**config.mk**
```make
export PLATFORM = sky130hd
export DESIGN_NAME = pipe_ctrl_flat
export DESIGN_NICKNAME = d
export VERILOG_FILES = /design/src/rtl/pipe_ctrl_pkg.sv /design/src/rtl/pipe_ctrl_if.sv /design/src/rtl/pipe_ctrl_hazard_detect.sv /design/src/rtl/pipe_ctrl.sv /design/src/flat_wrapper.sv
export SDC_FILE = /design/constraint.sdc
export NUM_CORES = 1
export LEC_CHECK = 0
export ABC_AREA = 0
export CORE_ASPECT_RATIO = 0.75
export CORE_MARGIN = 4
export CORE_UTILIZATION = 35
export CTS_CLUSTER_SIZE = 14
export DETAILED_ROUTE_END_ITERATION = 10
export SETUP_SLACK_MARGIN = 0.15
export SLEW_MARGIN = 20
export SYNTH_ARGS = -nofsm -noshare
export SYNTH_HDL_FRONTEND = slang
export SYNTH_SLANG_ARGS = --single-unit
```
**constraint.sdc**
```tcl
create_clock -name clk -period 4.9 [get_ports clk]
set_input_delay 0.98 -clock clk [delete_from_list [all_inputs] [get_ports clk]]
set_output_delay 0.98 -clock clk [all_outputs]
set_load 0.01 [all_outputs]
```
**src/rtl/pipe_ctrl_pkg.sv**
```systemverilog
// Shared pipeline definitions: control FSM encoding, stage-control bundle and the
// bubble field values that IF_ID / ID_EX / EX_MEM load when flushed.
package pipe_ctrl_pkg;

    typedef enum logic {
        ST_RUN      = 1'b0,
        ST_MEM_WAIT = 1'b1
    } state_e;

    // Field values a flushed pipeline register must carry so the slot is inert
    localparam logic [31:0] NOP_INSTR        = 32'h0000_0013;
    localparam logic [4:0]  BUBBLE_RD        = 5'd0;
    localparam logic        BUBBLE_MEM_WRITE = 1'b0;
    localparam logic        BUBBLE_REG_WRITE = 1'b0;

    typedef struct packed {
        logic pc_en;
        logic if_id_en;
        logic if_id_flush;
        logic id_ex_en;
        logic id_ex_flush;
        logic ex_mem_en;
    } stage_ctrl_t;

    localparam stage_ctrl_t CTRL_NORMAL = '{
        pc_en: 1'b1, if_id_en: 1'b1, if_id_flush: 1'b0,
        id_ex_en: 1'b1, id_ex_flush: 1'b0, ex_mem_en: 1'b1
    };

    localparam stage_ctrl_t CTRL_FREEZE = '{
        pc_en: 1'b0, if_id_en: 1'b0, if_id_flush: 1'b0,
        id_ex_en: 1'b0, id_ex_flush: 1'b0, ex_mem_en: 1'b0
    };

    localparam stage_ctrl_t CTRL_REDIRECT = '{
        pc_en: 1'b1, if_id_en: 1'b1, if_id_flush: 1'b1,
        id_ex_en: 1'b1, id_ex_flush: 1'b1, ex_mem_en: 1'b1
    };

    // IF and ID hold while ID_EX takes a bubble: exactly one slot of delay
    localparam stage_ctrl_t CTRL_LOAD_USE = '{
        pc_en: 1'b0, if_id_en: 1'b0, if_id_flush: 1'b0,
        id_ex_en: 1'b1, id_ex_flush: 1'b1, ex_mem_en: 1'b1
    };

    // Held in reset the registers still clock, so they must load bubbles
    localparam stage_ctrl_t CTRL_RESET = '{
        pc_en: 1'b0, if_id_en: 1'b0, if_id_flush: 1'b1,
        id_ex_en: 1'b0, id_ex_flush: 1'b1, ex_mem_en: 1'b0
    };

    function automatic int wait_cnt_width(input int limit);
        int w;
        w = $clog2(limit + 1);
        return (w > 8) ? w : 8;
    endfunction

endpackage

```
**src/rtl/pipe_ctrl_if.sv**
```systemverilog
// Bundle between the pipeline datapath and its stall/flush controller.
interface pipe_ctrl_if #(
    parameter int CNT_W = 16
);
    logic [4:0]       id_rs1_i;
    logic [4:0]       id_rs2_i;
    logic             id_use_rs1_i;
    logic             id_use_rs2_i;
    logic [4:0]       ex_rd_i;
    logic             ex_is_load_i;
    logic             ex_redirect_i;
    logic             mem_req_i;
    logic             mem_ready_i;

    logic             pc_en_o;
    logic             if_id_en_o;
    logic             if_id_flush_o;
    logic             id_ex_en_o;
    logic             id_ex_flush_o;
    logic             ex_mem_en_o;
    logic             state_o;
    logic [CNT_W-1:0] stall_cnt_o;
    logic [CNT_W-1:0] flush_cnt_o;
    logic             mem_timeout_o;

    modport master (
        output id_rs1_i, id_rs2_i, id_use_rs1_i, id_use_rs2_i,
               ex_rd_i, ex_is_load_i, ex_redirect_i, mem_req_i, mem_ready_i,
        input  pc_en_o, if_id_en_o, if_id_flush_o, id_ex_en_o, id_ex_flush_o,
               ex_mem_en_o, state_o, stall_cnt_o, flush_cnt_o, mem_timeout_o
    );

    modport slave (
        input  id_rs1_i, id_rs2_i, id_use_rs1_i, id_use_rs2_i,
               ex_rd_i, ex_is_load_i, ex_redirect_i, mem_req_i, mem_ready_i,
        output pc_en_o, if_id_en_o, if_id_flush_o, id_ex_en_o, id_ex_flush_o,
               ex_mem_en_o, state_o, stall_cnt_o, flush_cnt_o, mem_timeout_o
    );

endinterface

```
**src/rtl/pipe_ctrl_hazard_detect.sv**
```systemverilog
// Load-use hazard comparator between the instruction in ID and a load in EX.
// Purely combinational; x0 as a destination never creates a dependency.
module hazard_detect (
    input  logic [4:0] id_rs1_i,
    input  logic [4:0] id_rs2_i,
    input  logic       id_use_rs1_i,
    input  logic       id_use_rs2_i,
    input  logic [4:0] ex_rd_i,
    input  logic       ex_is_load_i,
    output logic       hazard_o
);

    logic rs1_match;
    logic rs2_match;
    logic rd_valid;

    always_comb begin
        rd_valid  = ex_is_load_i && (ex_rd_i != 5'd0);
        rs1_match = id_use_rs1_i && (id_rs1_i == ex_rd_i);
        rs2_match = id_use_rs2_i && (id_rs2_i == ex_rd_i);
        hazard_o  = rd_valid && (rs1_match || rs2_match);
    end

endmodule

```
**src/rtl/pipe_ctrl.sv**
```systemverilog
// Five-stage pipeline stall/flush controller: priority mux over freeze, redirect
// and load-use, a RUN/MEM_WAIT FSM with memory watchdog, and saturating counters.
module pipe_ctrl
    import pipe_ctrl_pkg::*;
#(
    parameter int CNT_W      = 16,
    parameter int WAIT_LIMIT = 255
) (
    input  logic        clk,
    input  logic        rst_n,
    pipe_ctrl_if.slave  bus
);

    localparam int                WAIT_W       = wait_cnt_width(WAIT_LIMIT);
    localparam logic [WAIT_W-1:0] WAIT_LIMIT_V = WAIT_W'(WAIT_LIMIT);

    logic              freeze;
    logic              hazard;
    logic              redirect_applied;
    stage_ctrl_t       ctrl;

    state_e            state_q;
    state_e            state_d;
    logic [WAIT_W-1:0] wait_cnt_q;
    logic [WAIT_W-1:0] wait_cnt_d;
    logic              mem_timeout_q;
    logic              mem_timeout_d;
    logic [CNT_W-1:0]  stall_cnt_q;
    logic [CNT_W-1:0]  stall_cnt_d;
    logic [CNT_W-1:0]  flush_cnt_q;
    logic [CNT_W-1:0]  flush_cnt_d;

    function automatic logic [CNT_W-1:0] sat_inc(input logic [CNT_W-1:0] v);
        return (&v) ? v : v + 1'b1;
    endfunction

    function automatic logic [WAIT_W-1:0] wait_inc(input logic [WAIT_W-1:0] v);
        return (v >= WAIT_LIMIT_V) ? v : v + 1'b1;
    endfunction

    hazard_detect u_hazard (
        .id_rs1_i     (bus.id_rs1_i),
        .id_rs2_i     (bus.id_rs2_i),
        .id_use_rs1_i (bus.id_use_rs1_i),
        .id_use_rs2_i (bus.id_use_rs2_i),
        .ex_rd_i      (bus.ex_rd_i),
        .ex_is_load_i (bus.ex_is_load_i),
        .hazard_o     (hazard)
    );

    assign freeze = bus.mem_req_i && !bus.mem_ready_i;

    always_ff @(posedge clk or negedge rst_n) begin
        if (!rst_n) begin
            state_q <= ST_RUN;
        end else begin
            state_q <= state_d;
        end
    end

    always_comb begin
        state_d = state_q;
        case (state_q)
            ST_RUN:      if (freeze) state_d = ST_MEM_WAIT;
            ST_MEM_WAIT: if (bus.mem_ready_i || !bus.mem_req_i) state_d = ST_RUN;
            default:     state_d = ST_RUN;
        endcase
    end

    // A redirect raised while frozen is simply re-seen once the freeze lifts,
    // because the EX stage is held and keeps presenting it.
    always_comb begin
        ctrl             = CTRL_NORMAL;
        redirect_applied = 1'b0;
        if (!rst_n) begin
            ctrl = CTRL_RESET;
        end else if (freeze) begin
            ctrl = CTRL_FREEZE;
        end else if (bus.ex_redirect_i) begin
            ctrl             = CTRL_REDIRECT;
            redirect_applied = 1'b1;
        end else if (hazard) begin
            ctrl = CTRL_LOAD_USE;
        end
    end

    // The wait count tracks frozen cycles including the entry cycle, so the
    // flag is already visible during the WAIT_LIMIT-th cycle spent in MEM_WAIT.
    always_comb begin
        wait_cnt_d    = '0;
        if (state_d == ST_MEM_WAIT) begin
            wait_cnt_d = wait_inc(wait_cnt_q);
        end
        mem_timeout_d = mem_timeout_q || (wait_cnt_d == WAIT_LIMIT_V);
    end

    always_comb begin
        stall_cnt_d = stall_cnt_q;
        flush_cnt_d = flush_cnt_q;
        if (!ctrl.pc_en) begin
            stall_cnt_d = sat_inc(stall_cnt_q);
        end
        if (redirect_applied) begin
            flush_cnt_d = sat_inc(flush_cnt_q);
        end
    end

    always_ff @(posedge clk or negedge rst_n) begin
        if (!rst_n) begin
            wait_cnt_q    <= '0;
            mem_timeout_q <= 1'b0;
            stall_cnt_q   <= '0;
            flush_cnt_q   <= '0;
        end else begin
            wait_cnt_q    <= wait_cnt_d;
            mem_timeout_q <= mem_timeout_d;
            stall_cnt_q   <= stall_cnt_d;
            flush_cnt_q   <= flush_cnt_d;
        end
    end

    assign bus.pc_en_o       = ctrl.pc_en;
    assign bus.if_id_en_o    = ctrl.if_id_en;
    assign bus.if_id_flush_o = ctrl.if_id_flush;
    assign bus.id_ex_en_o    = ctrl.id_ex_en;
    assign bus.id_ex_flush_o = ctrl.id_ex_flush;
    assign bus.ex_mem_en_o   = ctrl.ex_mem_en;
    assign bus.state_o       = (state_q == ST_MEM_WAIT);
    assign bus.stall_cnt_o   = stall_cnt_q;
    assign bus.flush_cnt_o   = flush_cnt_q;
    assign bus.mem_timeout_o = mem_timeout_q;

endmodule

```
**src/flat_wrapper.sv**
```systemverilog
// flat-port wrapper written by rule: the top's interface ports become plain ports
module pipe_ctrl_flat import pipe_ctrl_pkg::*;
#(
    parameter int CNT_W      = 16,
    parameter int WAIT_LIMIT = 255
)
  (clk, rst_n, bus_id_rs1_i, bus_id_rs2_i, bus_id_use_rs1_i, bus_id_use_rs2_i, bus_ex_rd_i, bus_ex_is_load_i, bus_ex_redirect_i, bus_mem_req_i, bus_mem_ready_i, bus_pc_en_o, bus_if_id_en_o, bus_if_id_flush_o, bus_id_ex_en_o, bus_id_ex_flush_o, bus_ex_mem_en_o, bus_state_o, bus_stall_cnt_o, bus_flush_cnt_o, bus_mem_timeout_o);
  pipe_ctrl_if #(.CNT_W(CNT_W)) bus_i ();
  input  logic clk;
  input  logic rst_n;
  input wire logic [$bits(bus_i.id_rs1_i)-1:0] bus_id_rs1_i;
  input wire logic [$bits(bus_i.id_rs2_i)-1:0] bus_id_rs2_i;
  input wire logic [$bits(bus_i.id_use_rs1_i)-1:0] bus_id_use_rs1_i;
  input wire logic [$bits(bus_i.id_use_rs2_i)-1:0] bus_id_use_rs2_i;
  input wire logic [$bits(bus_i.ex_rd_i)-1:0] bus_ex_rd_i;
  input wire logic [$bits(bus_i.ex_is_load_i)-1:0] bus_ex_is_load_i;
  input wire logic [$bits(bus_i.ex_redirect_i)-1:0] bus_ex_redirect_i;
  input wire logic [$bits(bus_i.mem_req_i)-1:0] bus_mem_req_i;
  input wire logic [$bits(bus_i.mem_ready_i)-1:0] bus_mem_ready_i;
  output wire logic [$bits(bus_i.pc_en_o)-1:0] bus_pc_en_o;
  output wire logic [$bits(bus_i.if_id_en_o)-1:0] bus_if_id_en_o;
  output wire logic [$bits(bus_i.if_id_flush_o)-1:0] bus_if_id_flush_o;
  output wire logic [$bits(bus_i.id_ex_en_o)-1:0] bus_id_ex_en_o;
  output wire logic [$bits(bus_i.id_ex_flush_o)-1:0] bus_id_ex_flush_o;
  output wire logic [$bits(bus_i.ex_mem_en_o)-1:0] bus_ex_mem_en_o;
  output wire logic [$bits(bus_i.state_o)-1:0] bus_state_o;
  output wire logic [$bits(bus_i.stall_cnt_o)-1:0] bus_stall_cnt_o;
  output wire logic [$bits(bus_i.flush_cnt_o)-1:0] bus_flush_cnt_o;
  output wire logic [$bits(bus_i.mem_timeout_o)-1:0] bus_mem_timeout_o;
  assign bus_i.id_rs1_i = bus_id_rs1_i;
  assign bus_i.id_rs2_i = bus_id_rs2_i;
  assign bus_i.id_use_rs1_i = bus_id_use_rs1_i;
  assign bus_i.id_use_rs2_i = bus_id_use_rs2_i;
  assign bus_i.ex_rd_i = bus_ex_rd_i;
  assign bus_i.ex_is_load_i = bus_ex_is_load_i;
  assign bus_i.ex_redirect_i = bus_ex_redirect_i;
  assign bus_i.mem_req_i = bus_mem_req_i;
  assign bus_i.mem_ready_i = bus_mem_ready_i;
  assign bus_pc_en_o = bus_i.pc_en_o;
  assign bus_if_id_en_o = bus_i.if_id_en_o;
  assign bus_if_id_flush_o = bus_i.if_id_flush_o;
  assign bus_id_ex_en_o = bus_i.id_ex_en_o;
  assign bus_id_ex_flush_o = bus_i.id_ex_flush_o;
  assign bus_ex_mem_en_o = bus_i.ex_mem_en_o;
  assign bus_state_o = bus_i.state_o;
  assign bus_stall_cnt_o = bus_i.stall_cnt_o;
  assign bus_flush_cnt_o = bus_i.flush_cnt_o;
  assign bus_mem_timeout_o = bus_i.mem_timeout_o;
  pipe_ctrl #(.CNT_W(CNT_W), .WAIT_LIMIT(WAIT_LIMIT)) u_core (.clk(clk), .rst_n(rst_n), .bus(bus_i));
endmodule
```
# ---- After elaboration in Yosys (flattened, before gate mapping)
# Index checks and enable logic that the tools add are counted.
dict set report word_totals {
  register_bits 42
  inputBits 23
  output_inout_bits 40
  elab_cells 43
}
dict set report classes {
  addsub 3
  magnitude_cmp 1
  eq_ne 3
  mux 12
  n_bitwise 4
  reduce_logical 15
}
# operator n
set op_table {}
lappend op_table {{$add A16 B1 Y16 const B} 2}
lappend op_table {{$reduce_and A16 Y1} 2}
lappend op_table {{$mux W6} 4}
lappend op_table {{$mux W8} 2}
lappend op_table {{$eq A5 B5 Y1} 2}
lappend op_table {{$add A8 B1 Y8 const B} 1}
lappend op_table {{$eq A8 B8 Y1 const B} 1}
lappend op_table {{$ge A8 B8 Y1 const B} 1}
lappend op_table {{$logic_and A1 B1 Y1} 5}
lappend op_table {{$mux W1} 5}
lappend op_table {{$reduce_bool A5 Y1} 1}
lappend op_table {{$not A1 Y1} 4}
lappend op_table {{$reduce_and A2 Y1} 2}
lappend op_table {{$logic_or A1 B1 Y1} 3}
lappend op_table {{$logic_not A1 Y1} 2}
lappend op_table {{$pmux W1 S2} 1}

# ---- Depth between registers and ports, before layout
dict set report logic_depth {
  ltp_word 10
  depth_mapped 8
  mapped_depth_nobuf 7
}

# ---- By module
# From an unflattened synthesis, not the netlist that was laid out.
dict set report hier_totals {
  hier_cells 215
  hier_area_um2 2220.9
}
# module n_inst cells_each area_each_um2
set modules_own_cells {}
lappend modules_own_cells {pipe_ctrl 1 198 2087.0}
lappend modules_own_cells {hazard_detect 1 17 133.9}

# ---- Worst setup path before layout
# Ideal clock, no wire load.
dict set report synth_path {
  kind {input-to-output}
  startpoint {input bus_ex_rd_i[2]}
  endpoint {output bus_pc_en_o}
  arrival_time_ns 2.150
  required_time_ns 3.920
  slack_ns 1.770
  stages 6
  path_buffers 1
  path_cell_list {xor2_1 -> nor4_1 -> a32oi_1 -> o31ai_1 -> inv_1 -> buf_4}
}
dict set report synth_via {
  elab_chain_len 8
}
# item line
set synth_lines {}
lappend synth_lines {{start, declared} flat_wrapper.sv:15} ;# input wire logic [$bits(bus_i.ex_rd_i)-1:0] bus_ex_rd_i;
lappend synth_lines {{$eq A5 B5 Y1 (on tied branches)} {pipe_ctrl_hazard_detect.sv:19, pipe_ctrl_hazard_detect.sv:20}}
lappend synth_lines {{$logic_and A1 B1 Y1 (on tied branches)} {pipe_ctrl_hazard_detect.sv:19, pipe_ctrl_hazard_detect.sv:20}}
lappend synth_lines {{$logic_or A1 B1 Y1} pipe_ctrl_hazard_detect.sv:21} ;# hazard_o = rd_valid && (rs1_match || rs2_match);
lappend synth_lines {{$logic_and A1 B1 Y1 (*)} pipe_ctrl_hazard_detect.sv:21}
lappend synth_lines {{$mux W6 (*)} pipe_ctrl.sv:82} ;# end else if (hazard) begin
lappend synth_lines {{$mux W6 (*)} pipe_ctrl.sv:79} ;# end else if (bus.ex_redirect_i) begin
lappend synth_lines {{$mux W6 (*)} pipe_ctrl.sv:77} ;# end else if (freeze) begin
lappend synth_lines {{$mux W6 (*)} pipe_ctrl.sv:75} ;# if (!rst_n) begin
lappend synth_lines {{end, declared} flat_wrapper.sv:20} ;# output wire logic [$bits(bus_i.pc_en_o)-1:0] bus_pc_en_o;
# Mark *: on every way between the ends. The rest lies on a longest branch, timed or not.

# ---- Worst setup path after layout
dict set report layout_path {
  startpoint {input bus_ex_rd_i[2]}
  endpoint {output bus_if_id_en_o}
}
dict set report layout_via {
  elab_chain_len 8
}
# item line
set layout_lines {}
lappend layout_lines {{$eq A5 B5 Y1 (on tied branches)} {pipe_ctrl_hazard_detect.sv:19, pipe_ctrl_hazard_detect.sv:20}}
lappend layout_lines {{$logic_and A1 B1 Y1 (on tied branches)} {pipe_ctrl_hazard_detect.sv:19, pipe_ctrl_hazard_detect.sv:20}}
lappend layout_lines {{$logic_or A1 B1 Y1} pipe_ctrl_hazard_detect.sv:21}
lappend layout_lines {{$logic_and A1 B1 Y1 (*)} pipe_ctrl_hazard_detect.sv:21}
lappend layout_lines {{$mux W6 (*)} pipe_ctrl.sv:82}
lappend layout_lines {{$mux W6 (*)} pipe_ctrl.sv:79}
lappend layout_lines {{$mux W6 (*)} pipe_ctrl.sv:77}
lappend layout_lines {{$mux W6 (*)} pipe_ctrl.sv:75}
lappend layout_lines {{end, declared} flat_wrapper.sv:21} ;# output wire logic [$bits(bus_i.if_id_en_o)-1:0] bus_if_id_en_o;
# Marks and branches as above.

==> summary.md <==
| Metric | Value |
|---|---|
| Slew Viols, Final | 0 |
| Logic pwr share | 30.9% |
| Share of post-route cells with drive strength above 1 | 8.86% |
| Post-synthesis net count | 231 |
| Cell family with the largest share of critical-path delay | buffers and inverters |
| Sequential share of power | 46.9% |
| Area Growth Syn to Fin | 34.8% |
| Fin. Hold Viols | 0 |
| Slew @ Worst Pin | 0.454 ns |
| Max VDD drop | 0.000189 V |
| Peak Freq | 243 MHz |
| Kind of critical path | input port to primary output |
| Post-layout worst setup margin | 0.793 ns |
| Initial antenna violation count | 0 |
| FILL cells | 582 |
| Switching power total | 0.331 mW |
| RSZ-0062 raised after global routing | no |
| Worst-skew pair later-pin latency | 0.29 ns |
| Total power | 1.04 mW |
| Post-CTS setup buffers | 0 |
| IO Count | 63 |
| Clock Root Buffer | clkbuf_8 |
| CP arrival | 3.13 ns |
| GRT overflow | 0 |
| Die width | 100 um |
| Mapped Area | 0.00222 mm2 |
| DR iter-0 viols | 54 |
| Placed cells | 341 |
| Relative max-transition margin | 69.7% |
| Worst Path Required | 3.92 ns |
| P_int | 0.706 mW |
| Max-cap check violation count | 0 |
| Worst R2R Start | u_core.wait_cnt_q[0]$_DFF_PN0_ |
| CP startpoint | bus_ex_rd_i[2] |
| Pwr Density | 347 mW/mm2 |
| Worst min-delay path startpoint | u_core.bus.flush_cnt_o[15]$_DFFE_PN0P_ |
| Pre-CTS setup slack | 0.775 ns |
| CTS tree | yes |
| Site Rows | 24 |
| Distinct cells, synth | 46 |
| DR vias/cell | 5.04 |
| Tmin final | 4.11 ns |
| Cell mode on critical path | clkdlybuf4s50_1 |
| H-tree depth | 2 |
| Die footprint | 0.00770 mm2 |
| Hold/Removal Path Class | register to register |
| CP peak stage delay | 0.50 ns |
| Outcome | finished clean |
| Core Util, Final | 50.1% |
| Post-cts hold buffer count | 0 |
| Number of global-route vias before repair | 1714 |
| Critical path buffer and inverter count | 3 |
| Seq cells post-synth | 42 |
| Routed WL | 5090 um |
| First-pass DRT Iterations | 4 |
| Crit path cell chain | clkdlybuf4s50_1, xor2_1, nor4_1, a32oi_1, o31ai_1, inv_1, clkdlybuf4s50_1 |
| Most common cell after layout, fill and taps aside | clkdlybuf4s50_1 |
| Setup violators final | 0 |
| Worst Setup Start Kind | input port |
| Syn avg cell area | 10.8 um2 |
| Crit path max fanout | 3 |
| Clock Skew | 0.00838 ns |
| Post-synthesis cell count | 205 |
| Total via count in the routed design | 1759 |
| Leakage | 1.22 nW |
| Commonest non-fill, non-tap cells in the layout | clkdlybuf4s50_1, dfrtp_1, xor2_1 |
| Total CTS buffers | 5 |
| Placed Area | 0.00290 mm2 |
| GP Congestion | 0.807 |
| Period utilisation layout | 83.8% |
| # diodes | 0 |
| GRT Util Overall | 14.1% |
| Post-cts sizing count | 0 |
| Antenna Nets Post-Route | 0 |
| Yosys warns | 0 |
| Initial core utilization | 37.2% |
| First-pass GRT wire length | 8600 um |
| Clock Path Buffers | 2 |
| Residual DRC | 0 |
| Clock power share | 22.2% |
| Post-route design area | 0.00299 mm2 |
| Sink Count | 42 |
| WHS | 0.492 ns |
| Core Region | 0.00598 mm2 |
| Post-synthesis sequential area ratio | 47.3% |
| PortBufs | 62 |
| Final std cells w/o fill | 349 |
| Clk slew on worst S/H paths | 0.07 ns |
| Sw frac | 31.9% |
| DP HPWL | 3910 um |
| Die H | 77.0 um |
| WL/cell | 14.6 um |
| Critical Path End Type | primary output |
| CP max stage cell | clkdlybuf4s50_1 |
| Largest net degree at the start of global routing | 39 |
| Setup TNS | 0 ns |
| Final #Nets | 296 |
## layer usage
layer | vias to the layer above | wire length, um | global-route usage, %
li1 | 867 | - | -
met1 | 826 | 2510 | 20.7
met2 | 55 | 2140 | 19.5
met3 | 11 | 329 | 4.35
met4 | 0 | 107 | 4.98
met5 | - | 0 | 0
## state kept, by name (all words and copies together) (netlist names)
register and cells:
u_core.bus.flush_cnt_o 16, u_core.bus.mem_timeout_o 1, u_core.bus.state_o 1, u_core.bus.stall_cnt_o 16, u_core.wait_cnt_q 8
## synthesized netlist by cell type, drive strengths merged
| cell type | count | area, um2 |
|---|---|---|
| a31oi | 4 | 25.0 |
| o21a | 1 | 7.51 |
| a32o | 1 | 10.0 |
| nor2 | 12 | 45.0 |
| inv | 3 | 11.3 |
| nor2b | 1 | 6.26 |
| o22ai | 1 | 6.26 |
| a32oi | 1 | 8.76 |
| ha | 3 | 37.5 |
| clkbuf | 1 | 3.75 |
| xor2 | 24 | 210 |
| nand4 | 11 | 75.1 |
| o311ai | 1 | 8.76 |
| mux2i | 1 | 10.0 |
| dfrtp | 42 | 1050 |
| o31ai | 2 | 15.0 |
| nand3 | 13 | 65.1 |
| a41o | 1 | 10.0 |
| nor4b | 3 | 45.0 |
| mux2 | 2 | 22.5 |
| nand2b | 2 | 12.5 |
| o21ai | 7 | 38.8 |
| nand2 | 17 | 63.8 |
| nor4 | 5 | 43.8 |
| a211oi | 1 | 7.51 |
| or3 | 2 | 12.5 |
| and3 | 5 | 31.3 |
| and2 | 3 | 18.8 |
| nor3b | 3 | 27.5 |
| a21oi | 1 | 5.00 |
| o22a | 1 | 17.5 |
| nor3 | 4 | 40.0 |
| xnor2 | 17 | 149 |
| and4 | 2 | 17.5 |
| or4 | 1 | 7.51 |
| o21ba | 1 | 10.0 |
| a311oi | 1 | 8.76 |
| buf | 4 | 35.0 |
## cell families after synthesis
group / count (synthesis) / share of synthesized area [%]
mux: 3 / 1.46
flops: 42 / 47.3
xor+xnor: 41 / 16.2
fa+ha+maj: 3 / 1.69
simple gates: 84 / 23.0
compound gates: 24 / 8.06
buf+inv: 8 / 2.25
## final timing paths
kind | endpoint | slack [ns] | cells past startpoint
setup / recovery | bus_if_id_en_o | 0.79 | 7
hold / removal | u_core.bus.flush_cnt_o[15]$_DFFE_PN0P_ | 0.49 | 1
setup reg to reg | u_core.bus.mem_timeout_o$_DFF_PN0_ | 2.77 | 7
hold reg to reg | u_core.bus.flush_cnt_o[15]$_DFFE_PN0P_ | 0.49 | 1
max in group asynchronous | u_core.bus.flush_cnt_o[3]$_DFFE_PN0P_ | 3.64 | 2
min in group asynchronous | u_core.bus.flush_cnt_o[6]$_DFFE_PN0P_ | 0.54 | 1
## area by class of cell
cell class,count,area (um2),share of cell area [%]
Multi-Input combinational cell,155,1120,37.4
Clock buffer,7,86.3,2.88
Inverter,3,11.3,0.376
Tap cell,78,97.6,3.26
Clock inverter,1,5.00,0.167
Timing Repair Buffer,63,623,20.8
Sequential cell,42,1050,35.1
## power by group through the flow
stage	registers [mW]	logic (mW)	clock network (mW)
finish	0.487	0.321	0.230
global route	0.504	0.351	0.255
CTS	0.488	0.327	0.237
detailed placement	0.492	0.325	0
global placement	0.492	0.323	0
floorplan	0.507	0.124	0
Power figures use the tool's default switching activity.
